### src/rtl/flit_packetizer.sv
// Packetizer: turns a packet request plus its payload words into head/body/tail
// flits for a credit-flow-controlled downstream FIFO. rst_n is active-high here.
module flit_packetizer #(
  parameter logic [3:0] SRC_ID = 4'h0,
  parameter int         DEPTH  = 8
) (
  input  logic                     clk,
  input  logic                     rst_n,
  input  logic                     pkt_valid,
  output logic                     pkt_ready,
  input  logic [3:0]               pkt_dest,
  input  logic [3:0]               pkt_len,
  input  logic                     pld_valid,
  output logic                     pld_ready,
  input  logic [29:0]              pld_data,
  output logic [31:0]              flit_out,
  output logic                     flit_wr_en,
  input  logic                     credit_ret,
  output logic [$clog2(DEPTH):0]   credits,
  output logic                     cred_err
);

  // state   | meaning
  // IDLE    | waiting for a packet request
  // HEAD    | head flit pending, waits for a credit
  // PAYLOAD | forwarding payload words as body/tail flits
  // ZTAIL   | zero-length packet, empty tail pending
  typedef enum logic [1:0] {IDLE, HEAD, PAYLOAD, ZTAIL} state_t;

  localparam int CW = $clog2(DEPTH) + 1;
  localparam logic [CW-1:0] CRED_MAX = CW'(DEPTH);

  state_t          state_q, state_d;
  logic [3:0]      dest_q, len_q, rem_q;
  logic [31:0]     flit_q, flit_d;
  logic            wr_q;
  logic [CW-1:0]   cred_q, cred_d;
  logic            err_q, err_d;
  logic            has_cred, emit, pkt_hs, pld_hs;

  assign has_cred = (cred_q != '0);
  assign pkt_hs   = pkt_valid && pkt_ready;
  assign pld_hs   = pld_valid && pld_ready;

  always_ff @(posedge clk or posedge rst_n) begin
    if (rst_n) state_q <= IDLE;
    else       state_q <= state_d;
  end

  always_comb begin
    state_d = state_q;
    case (state_q)
      IDLE:    if (pkt_valid) state_d = HEAD;
      HEAD:    if (has_cred) state_d = (len_q != 4'd0) ? PAYLOAD : ZTAIL;
      PAYLOAD: if (pld_valid && has_cred && rem_q <= 4'd1) state_d = IDLE;
      ZTAIL:   if (has_cred) state_d = IDLE;
      default: state_d = IDLE;
    endcase
  end

  always_comb begin
    pkt_ready = (state_q == IDLE);
    pld_ready = (state_q == PAYLOAD) && has_cred;
    emit      = 1'b0;
    flit_d    = flit_q;
    case (state_q)
      HEAD: begin
        emit   = has_cred;
        flit_d = {2'b01, 14'b0, SRC_ID, dest_q, 4'b0, len_q};
      end
      PAYLOAD: begin
        emit   = pld_valid && has_cred;
        flit_d = {(rem_q > 4'd1) ? 2'b10 : 2'b11, pld_data};
      end
      ZTAIL: begin
        emit   = has_cred;
        flit_d = {2'b11, 30'b0};
      end
      default: ;
    endcase
    if (!emit) flit_d = flit_q;
  end

  // A return arriving while already full has no flit to match; clamp and flag it.
  always_comb begin
    cred_d = cred_q;
    err_d  = err_q;
    case ({emit, credit_ret})
      2'b10: cred_d = cred_q - 1'b1;
      2'b01: begin
        if (cred_q == CRED_MAX) err_d  = 1'b1;
        else                    cred_d = cred_q + 1'b1;
      end
      default: ;
    endcase
  end

  always_ff @(posedge clk or posedge rst_n) begin
    if (rst_n) begin
      dest_q <= '0;
      len_q  <= '0;
      rem_q  <= '0;
      flit_q <= '0;
      wr_q   <= 1'b0;
      cred_q <= CRED_MAX;
      err_q  <= 1'b0;
    end else begin
      if (pkt_hs) begin
        dest_q <= pkt_dest;
        len_q  <= pkt_len;
        rem_q  <= pkt_len;
      end else if (pld_hs) begin
        rem_q  <= rem_q - 1'b1;
      end
      flit_q <= flit_d;
      wr_q   <= emit;
      cred_q <= cred_d;
      err_q  <= err_d;
    end
  end

  assign flit_out   = flit_q;
  assign flit_wr_en = wr_q;
  assign credits    = cred_q;
  assign cred_err   = err_q;

endmodule

### config.mk
export PLATFORM = sky130hd
export DESIGN_NAME = flit_packetizer
export DESIGN_NICKNAME = d
export VERILOG_FILES = /design/src/rtl/flit_packetizer.sv
export SDC_FILE = /design/constraint.sdc
export NUM_CORES = 1
export LEC_CHECK = 0
export CORE_ASPECT_RATIO = 0.75
export CORE_MARGIN = 1.5
export CORE_UTILIZATION = 45
export CTS_CLUSTER_SIZE = 14
export DETAILED_ROUTE_END_ITERATION = 6
export PLACE_DENSITY = 0.8
export SYNTH_ARGS = -nofsm -noshare
export SYNTH_HDL_FRONTEND = slang
export SYNTH_SLANG_ARGS = --single-unit
### constraint.sdc
create_clock -name clk -period 4 [get_ports clk]
set_input_delay 0.6 -clock clk [delete_from_list [all_inputs] [get_ports clk]]
set_output_delay 0.6 -clock clk [all_outputs]
set_load 0.005 [all_outputs]
---- Word-level counts from Yosys, hierarchy flattened ----
Index checks and enable logic that the tools add are counted.
word-level totals
  register bits after elaboration ......... 52
  input bits .............................. 43
operators by class
  $add $sub $neg .......................... 3
  $lt $le $gt $ge ......................... 2
  equality and inequality tests ........... 11
  multiplexer cells ....................... 13
  reductions and logical operators ........ 16
operator list
  operator             count
  $pmux 32 s3          1
  $mux 4               3
  $ne 2x2->1 const B   5
  $mux 2               4
  $pmux 2 s4           1
  $pmux 4 s2           1
  $reduce_bool 4->1    2
  $sub 4x1->4 const B  2
  $eq 2x2->1 const B   3
  $reduce_and 2->1     3
  $logic_and 1x1->1    5
  $add 4x1->4 const B  1
  $eq 2x1->1 const B   2
  $eq 4x4->1 const B   1
  $gt 4x1->1 const B   1
  $le 4x1->1 const B   1
  $reduce_and 4->1     1
  $reduce_bool 2->1    2
  $reduce_bool 3->1    1
  $logic_not 2->1      1
  $mux 1               2
  $pmux 1 s2           1
  $reduce_or 2->1      1

---- Logic depth before layout (Yosys ltp) ----
Gate-level depths: netlist of run 1.
  depth after elaboration ................. 6
  mapped depth ............................ 10

---- Least setup slack after synthesis of run 1 ----
Ideal clock, no wire load.
  path kind ............................... register to register
  start ................................... register cred_q[1], in the netlist credits[1]
  end ..................................... register cred_q[3], in the netlist credits[3]
  setup time .............................. 0.085 ns
  arrival time ............................ 2.686 ns
  required time ........................... 3.915 ns
  slack ................................... 1.229 ns
  stages on the path, launching flop included .. 11
  path buffers ............................ 2
  clock period less this slack ............ 2.771 ns
  cell sequence ........................... dfrtp_1 -> or4_1 -> buf_6 -> nand2_8 -> buf_2 -> nand2_1 -> ha_1 -> a21o_1 -> a21oi_1 -> mux2_2 -> o221ai_1
between the ends
  word-level cells in the longest chain between the ends .. 6
  elaborated cells between the ends (all ways) .. 13
RTL lines
  element                                                                  RTL line  RTL
  start: declaration                                                       37        logic [CW-1:0] cred_q, cred_d;
  start signal: assignment                                                 117       cred_q <= cred_d;
  $reduce_bool 4->1                                                        41        assign has_cred = (cred_q != '0);
  $logic_and 1x1->1                                                        72        emit = pld_valid && has_cred;
  $pmux 1 s2                                                               66        case (state_q)
  $eq 2x1->1 / $eq 2x2->1 (equally long branches)                          88        case ({emit, credit_ret})
  $ne 2x2->1 (no source line) / $reduce_bool 2->1 (equally long branches)  --
  $reduce_and 2->1 (no source line)                                        --
Parallel ways exist; a longest one is shown, timed or not. The select of a mux whose other input is x is not followed.
A chain may end at the register's enable or synchronous reset.

---- Final worst setup path of run 1 ----
Same ends and word-level chain as after synthesis.

==> out/results.tsv, run 1 <==
stage	metric	value	unit
floorplan	Initial Util	47.7	%
critical_path	r2r startpoint	credits[1]	
critical_path	Setup crit start kind	register	
logic_synthesis	Post-Synth XOR/XNOR Area	1.83	%
logic_synthesis	async set-reset flop share out of synthesis	100	%
grt	GR Overflow Total	0	
power	part of the power in registers	37.1	%
clock_tree	CTS tree	yes	
critical_path	Crit. Startpoint	credits[1]	
clock_tree	Clock Latency Late Sink	0.31	ns
routing	DR WL/cell	14.5	um
clock_tree	clk sinks	52	
critical_path	Worst EP arrival	3.33	ns
power	Comb pwr share	49.1	%
critical_path	Crit Path Max Fanout	34	
power	Pwr Density	785	nW/um^2
routing	Pre-Repair DR Iteration Count	4	
power	total leakage power	0.00156	uW
power	Clock Power Share	13.8	%
routing	Avg Vias per Cell	5.19	
routing	DRT iter0 DRCs	133	
grt	first-pass GRT wire length	9270	um
clock_tree	Post-CTS Setup Bufs	0	
logic_synthesis	Avg Inst Size Synth	9.63	um^2
cells_and_area	Finished Layout Cells	396	
critical_path	R2R cell count	8	
routing	drc violations	0	
logic_synthesis	Synth Area in Compound Gates	9.64	%
cells_and_area	Nets	371	
cells_and_area	area grow syn2layout	39.6	%
floorplan	die area	5760	um^2
logic_synthesis	synthesized area	2390	um^2
logic_synthesis	Yosys reg bits	52	
power	NetSw	992	uW
logic_synthesis	EDFF count, synth	0	
grt	global-route usage over all layers	21.2	%
logic_synthesis	synth cell count leaders	nand2_1 (77), dfrtp_1 (51), nand3_1 (24), nor2_1 (14), a221o_1 (7)	
logic_synthesis	largest family of logic cells by synthesized area	simple AND/OR/NAND/NOR gates	
grt	vias in the first global route	1995	
logic_synthesis	top-count cell post-synth	nand2_1	
cells_and_area	Finished Core Util	66.5	%
logic_synthesis	share of the synthesized area in the top cell type	53.5	%
clock_tree	PostCTS Resize Cnt	0	
critical_path	crit-path cells	or4_1, nand2_8, nand2_1, ha_1, a21o_1, a21oi_1, mux2_2, o221ai_1	
power	Sw Share	37.9	%
routing	ANT nets after route	0	
logic_synthesis	post-synth cell types	38	
logic_synthesis	register area share after synthesis	54.6	%
placement	dpl cells	388	
timing	setup TNS	0	ns
clock_tree	Hold-fix buffers, CTS	0	
critical_path	Worst R2R Setup Slack	0.90	ns
timing	Final Max Tran Viols	0	
timing	Hold Violations, Final	0	
routing	total number of vias	2055	
placement	Port Buffer Count	82	
logic_synthesis	leading area contributor after synthesis	dfrtp_1	
logic_synthesis	Yosys warnings	0	
worst_hold_path	min-delay src	cred_err	
worst_hold_path	Worst Hold Depth	1	
logic_synthesis	Post-Synth Adder-Cell Area	2.94	%
timing	# setup viols final	0	
placement	placed cell areas	3220	um^2
logic_synthesis	mux share of post-synthesis cell area	2.20	%
timing	RSZ-0062 raised after global routing	no	
timing	Slew HR	30.5	%
critical_path	Crit path largest cell delay	0.78	ns
logic_synthesis	Syn Nets	296	
floorplan	Die W	87.1	um
routing	routed wire length	5730	um
cells_and_area	Final Cell Area	3330	um^2
critical_path	Critical Path End Type	register	
clock_tree	H-tree Lvls	2	
power	cell-internal power	1630	uW
worst_hold_path	Hold Crit Class	reg -> reg	
cells_and_area	fill cell count	429	
worst_hold_path	worst hold path endpoint	cred_err	
timing	upper clock frequency limit	323	MHz
logic_synthesis	Cells after Synth	248	
clock_tree	TritonCTS Buffers	5	
floorplan	Die Ht	66.1	um
logic_synthesis	simple-gate portion of the synthesized area	24.3	%
floorplan	row count	22	
grt	largest net degree at the start of global routing	53	
logic_synthesis	Top FF cell, synth	dfrtp_1	
critical_path	kind of critical path	reg -> reg	
power	Max rail drop VDD	0.000454	V
critical_path	FF-to-FF End	credits[3]	
clock_tree	clk slew on worst S/H paths	0.09	ns
timing	final worst path period share	77.5	%
cells_and_area	Antenna Cells	0	
critical_path	Worst Path Required	4.23	ns
timing	actual slew at the worst max-slew pin	1.04	ns
critical_path	slowest cell on the critical path	or4_1	
floorplan	IO Pins	83	
logic_synthesis	synth top area cells	dfrtp_1 (53%), nand2_1 (12%), nand3_1 (5.0%), a221o_1 (2.9%), nor2_1 (2.2%)	
clock_tree	clock root buffer	clkbuf_8	
timing	clock skew	0.00567	ns
timing	Period minus WS final	3.10	ns
cells_and_area	share of post-route cells with drive strength above 1	5.25	%
floorplan	Core ar.	5010	um^2
grt	initial antenna violation count	0	
placement	HPWL after DPL	3980	um
placement	gpl congestion	0.840	
job	max-cap violations	0	
clock_tree	CTS Buffer Depth	2	
outcome	status	complete, no violations	
## cell families after synthesis
kind of cell    count (synthesis)
xor+xnor                        5
buf+inv                        20
simple gates                  132
fa+ha+maj                       5
mux                             5
compound gates                 29
flops                          52
## worst max path at each step
stage / slack [ns] / end / cells past startpoint
final: 0.90 / credits[3] / 8
after global routing: 0.73 / credits[3] / 8
after CTS: 0.91 / credits[3] / 8
after detailed placement: 0.82 / credits[3] / 9
after global placement: 0.93 / credits[3] / 9
after floorplan: 1.23 / credits[3] / 10
## worst max-delay path: cells and delay by family, from the launching register on
kind,cells,cell delay [ns]
AND/OR/NAND/NOR,3,1.24
AO/OA/AOI/OAI,3,0.62
flip-flops,1,0.48
multiplexers,1,0.37
adder cells (fa/ha/maj),1,0.32
## cells in the final DEF, fill, tap and decap left out, types with 2 or more instances in the layout
cell	count
ha_1	4
mux2i_1	3
and3_1	5
nor3_1	2
o211ai_1	3
a221o_1	7
a21oi_1	3
nor2_1	14
clkbuf_8	5
nand3_1	24
dfrtp_1	51
mux2_2	2
inv_1	3
o221ai_1	2
nand4_1	2
o21ai_0	3
a221oi_1	3
clkdlybuf4s50_1	82
xor2_1	2
nor4_1	2
a21o_1	3
xnor2_1	3
nand2_1	77
and2_1	2
## power groups by stage
stage          Sequential, uW  Combinational (uW)  Clock, uW
5_1_grt                  1000                1430        396
6_report                  971                1280        361
2_1_floorplan             953                 755          0
3_5_place_dp              977                1290          0
4_1_cts                   968                1300        367
3_3_place_gp              967                1260          0
## stage by stage
| stage | hold slack, ns | setup slack, ns | power [uW] |
|---|---|---|---|
| 2_1_floorplan | 0.446 | 1.23 | 1710 |
| 3_3_place_gp | 0.449 | 0.931 | 2220 |
| 3_5_place_dp | 0.455 | 0.822 | 2270 |
| 4_1_cts | 0.476 | 0.908 | 2630 |
| 5_1_grt | 0.499 | 0.734 | 2830 |
| 6_report | 0.471 | 0.902 | 2620 |
## layout make-up
class	count	area (um^2)	area share (%)
well taps	72	90.1	2.70
repair buffers	83	828	24.8
inverters	5	21.3	0.638
flip-flops and latches	52	1300	39.1
clock buffers	5	68.8	2.06
clock inverters	3	42.5	1.28
multi-input cells	176	980	29.4
## sequential cells by signal, summed over array words and instances (netlist names)
register    flops
cred_err        1
flit_out       32
len_q           4
dest_q          4
state_q         2
flit_wr_en      1
rem_q           4
credits         4
## metal layers
| layer | vias up | wire length, um | global-route usage, % |
|---|---|---|---|
| met2 | 104 | 2450 | 32.5 |
| met3 | 10 | 528 | 5.74 |
| met4 | 0 | 99 | 8.33 |
| li1 | 1001 | - | - |
| met5 | - | 0 | 0 |
| met1 | 940 | 2650 | 28.8 |
No activity file was read; power rests on OpenSTA's default activity.
==> run 2: changes to the inputs <==
- CORE_UTILIZATION: 45 -> 41
- PLACE_DENSITY: 0.8 -> 0.77
- clock period: 4 -> 2.6 ns (I/O delays scaled with it)
==> out/results.tsv, run 2 (synthesis gave the netlist of run 1 again) <==
stage	metric	value	unit
critical_path	r2r startpoint	credits[3]	
floorplan	row count	23	
critical_path	Crit. Startpoint	credits[3]	
floorplan	Initial Util	43.7	%
critical_path	Worst R2R Setup Slack	0.14	ns
critical_path	Worst EP arrival	2.09	ns
critical_path	kind of critical path	reg -> out	
timing	# setup viols final	0	
placement	placed cell areas	3310	um^2
job	max-cap violations	0	
timing	clock skew	0.00526	ns
routing	total number of vias	2121	
clock_tree	TritonCTS Buffers	5	
critical_path	crit path to	pld_ready	
clock_tree	clk slew on worst S/H paths	0.09	ns
critical_path	slowest cell on the critical path	or4_4	
placement	HPWL after DPL	4260	um
grt	largest net degree at the start of global routing	35	
timing	Period minus WS final	2.48	ns
timing	Final Max Tran Viols	0	
critical_path	R2R cell count	8	
routing	DRT iter0 DRCs	104	
clock_tree	CTS tree	yes	
critical_path	WP buf/inv	2	
cells_and_area	Nets	381	
clock_tree	Clock Latency Late Sink	0.30	ns
routing	Pre-Repair DR Iteration Count	4	
clock_tree	H-tree Lvls	2	
critical_path	Crit path largest cell delay	0.60	ns
cells_and_area	commonest cells after routing, fill and taps aside	clkdlybuf4s50_1 (82), nand2_1 (76), dfrtp_1 (50), nand3_1 (24), nor2_1 (14)	
grt	vias in the first global route	2080	
grt	GR Overflow Total	0	
critical_path	WP depth	4	
critical_path	Worst Path Required	2.21	ns
clock_tree	clk sinks	52	
critical_path	FF-to-FF End	credits[3]	
critical_path	crit-path cells	or4_4, buf_4, and2_1, clkdlybuf4s50_1	
grt	first-pass GRT wire length	10100	um
routing	routed wire length	5960	um
timing	actual slew at the worst max-slew pin	0.517	ns
timing	upper clock frequency limit	402	MHz
floorplan	Core ar.	5470	um^2
critical_path	Crit Path Max Fanout	6	
cells_and_area	fill cell count	444	
grt	initial antenna violation count	0	
power	Pwr Density	1230	nW/um^2
outcome	status	complete, no violations	
cells_and_area	Antenna Cells	0	
cells_and_area	commonest non-fill, non-tap cell in the layout	clkdlybuf4s50_1	
timing	final worst path period share	95.6	%
cells_and_area	max reg flops	32	
routing	ANT nets after route	0	
floorplan	Die Ht	69.1	um
floorplan	die area	6290	um^2
power	Max rail drop VDD	0.000511	V
routing	drc violations	0	
floorplan	Die W	91.1	um
floorplan	IO Pins	83	
critical_path	Critical Path End Type	primary output	
clock_tree	CTS Buffer Depth	2	
placement	gpl congestion	0.934	
power	total leakage power	0.00163	uW
cells_and_area	area grow syn2layout	45.4	%
clock_tree	Hold-fix buffers, CTS	0	
timing	Slew HR	65.3	%
cells_and_area	share of post-route cells with drive strength above 1	9.58	%
worst_hold_path	Hold Crit Class	in -> async	
placement	Port Buffer Count	82	
clock_tree	clock root buffer	clkbuf_8	
grt	global-route usage over all layers	19.8	%
routing	Avg Vias per Cell	5.19	
cells_and_area	Final Cell Area	3470	um^2
critical_path	Setup crit start kind	register	
timing	setup TNS	0	ns
routing	DR WL/cell	14.6	um
timing	RSZ-0062 raised after global routing	no	
timing	Hold Violations, Final	0	
critical_path	Worst path top cell family by delay	simple AND/OR/NAND/NOR gates	
run 2: power by group:
group          switching, uW  leakage [uW]  internal (uW)
registers                258      0.000661           1200
logic                   1050      0.000902           1110
clock network            268     0.0000687            387
total                   1570       0.00163           2700
run 2: what timing repair did:
item | in CTS | in global routing
hold endpoints to repair | 0 | 0
gates resized for setup | 0 | 1
setup buffers | 0 | 2
setup endpoints to repair | 0 | 1
run 2: per-stage QoR:
| stage | instances | power (uW) | hold WS (ns) | util (%) | worst slack, ns |
|---|---|---|---|---|---|
| 5_1_grt | 409 | 4610 | 0.485 | 63.5 | 0.0298 |
| 2_1_floorplan | 248 | 2670 | 0.446 | - | 0.0118 |
| 6_report | 409 | 4270 | 0.443 | 63.5 | 0.115 |
| 4_1_cts | 407 | 4270 | 0.448 | 63.1 | 0.0755 |
| 3_3_place_gp | 399 | 3540 | 0.451 | 60.6 | 0.148 |
| 3_5_place_dp | 399 | 3600 | 0.456 | 60.6 | 0.0409 |
run 2: layout make-up:
cell class              instances  area [um^2]  share of cell area, %
flip-flops and latches         52         1300                   37.5
clock inverters                 3         68.8                   1.98
well taps                      75         93.8                   2.70
repair buffers                 93          916                   26.4
multi-input cells             176         1000                   28.8
clock buffers                   5         68.8                   1.98
inverters                       5         21.3                  0.613
run 2: worst register-to-register path: stages (launching register included):
cell      delay, ns
dfstp_2        0.42
or4_4          0.61
nand2_8        0.09
nand2_2        0.07
ha_1           0.29
a21o_1         0.21
a21oi_2        0.22
mux2_4         0.33
o221ai_2       0.16
run 2: how the worst min path moves through the flow:
stage / start / to / slack, ns / depth (start not counted)
after global placement: flit_out[24] / flit_out[24] / 0.45 / 2
final: rst_n / flit_out[22] / 0.44 / 2
after global routing: rst_n / flit_out[26] / 0.49 / 2
after CTS: rst_n / flit_out[22] / 0.45 / 2
after floorplan: dest_q[3] / dest_q[3] / 0.45 / 2
after detailed placement: flit_out[6] / flit_out[6] / 0.46 / 2
run 2: layer usage:
metal,up-vias,routed length (um),global-route usage [%]
met1,1012,2800,28.3
li1,1016,-,-
met4,0,25,3.65
met3,2,410,4.08
met2,91,2720,31.4
met5,-,0,0
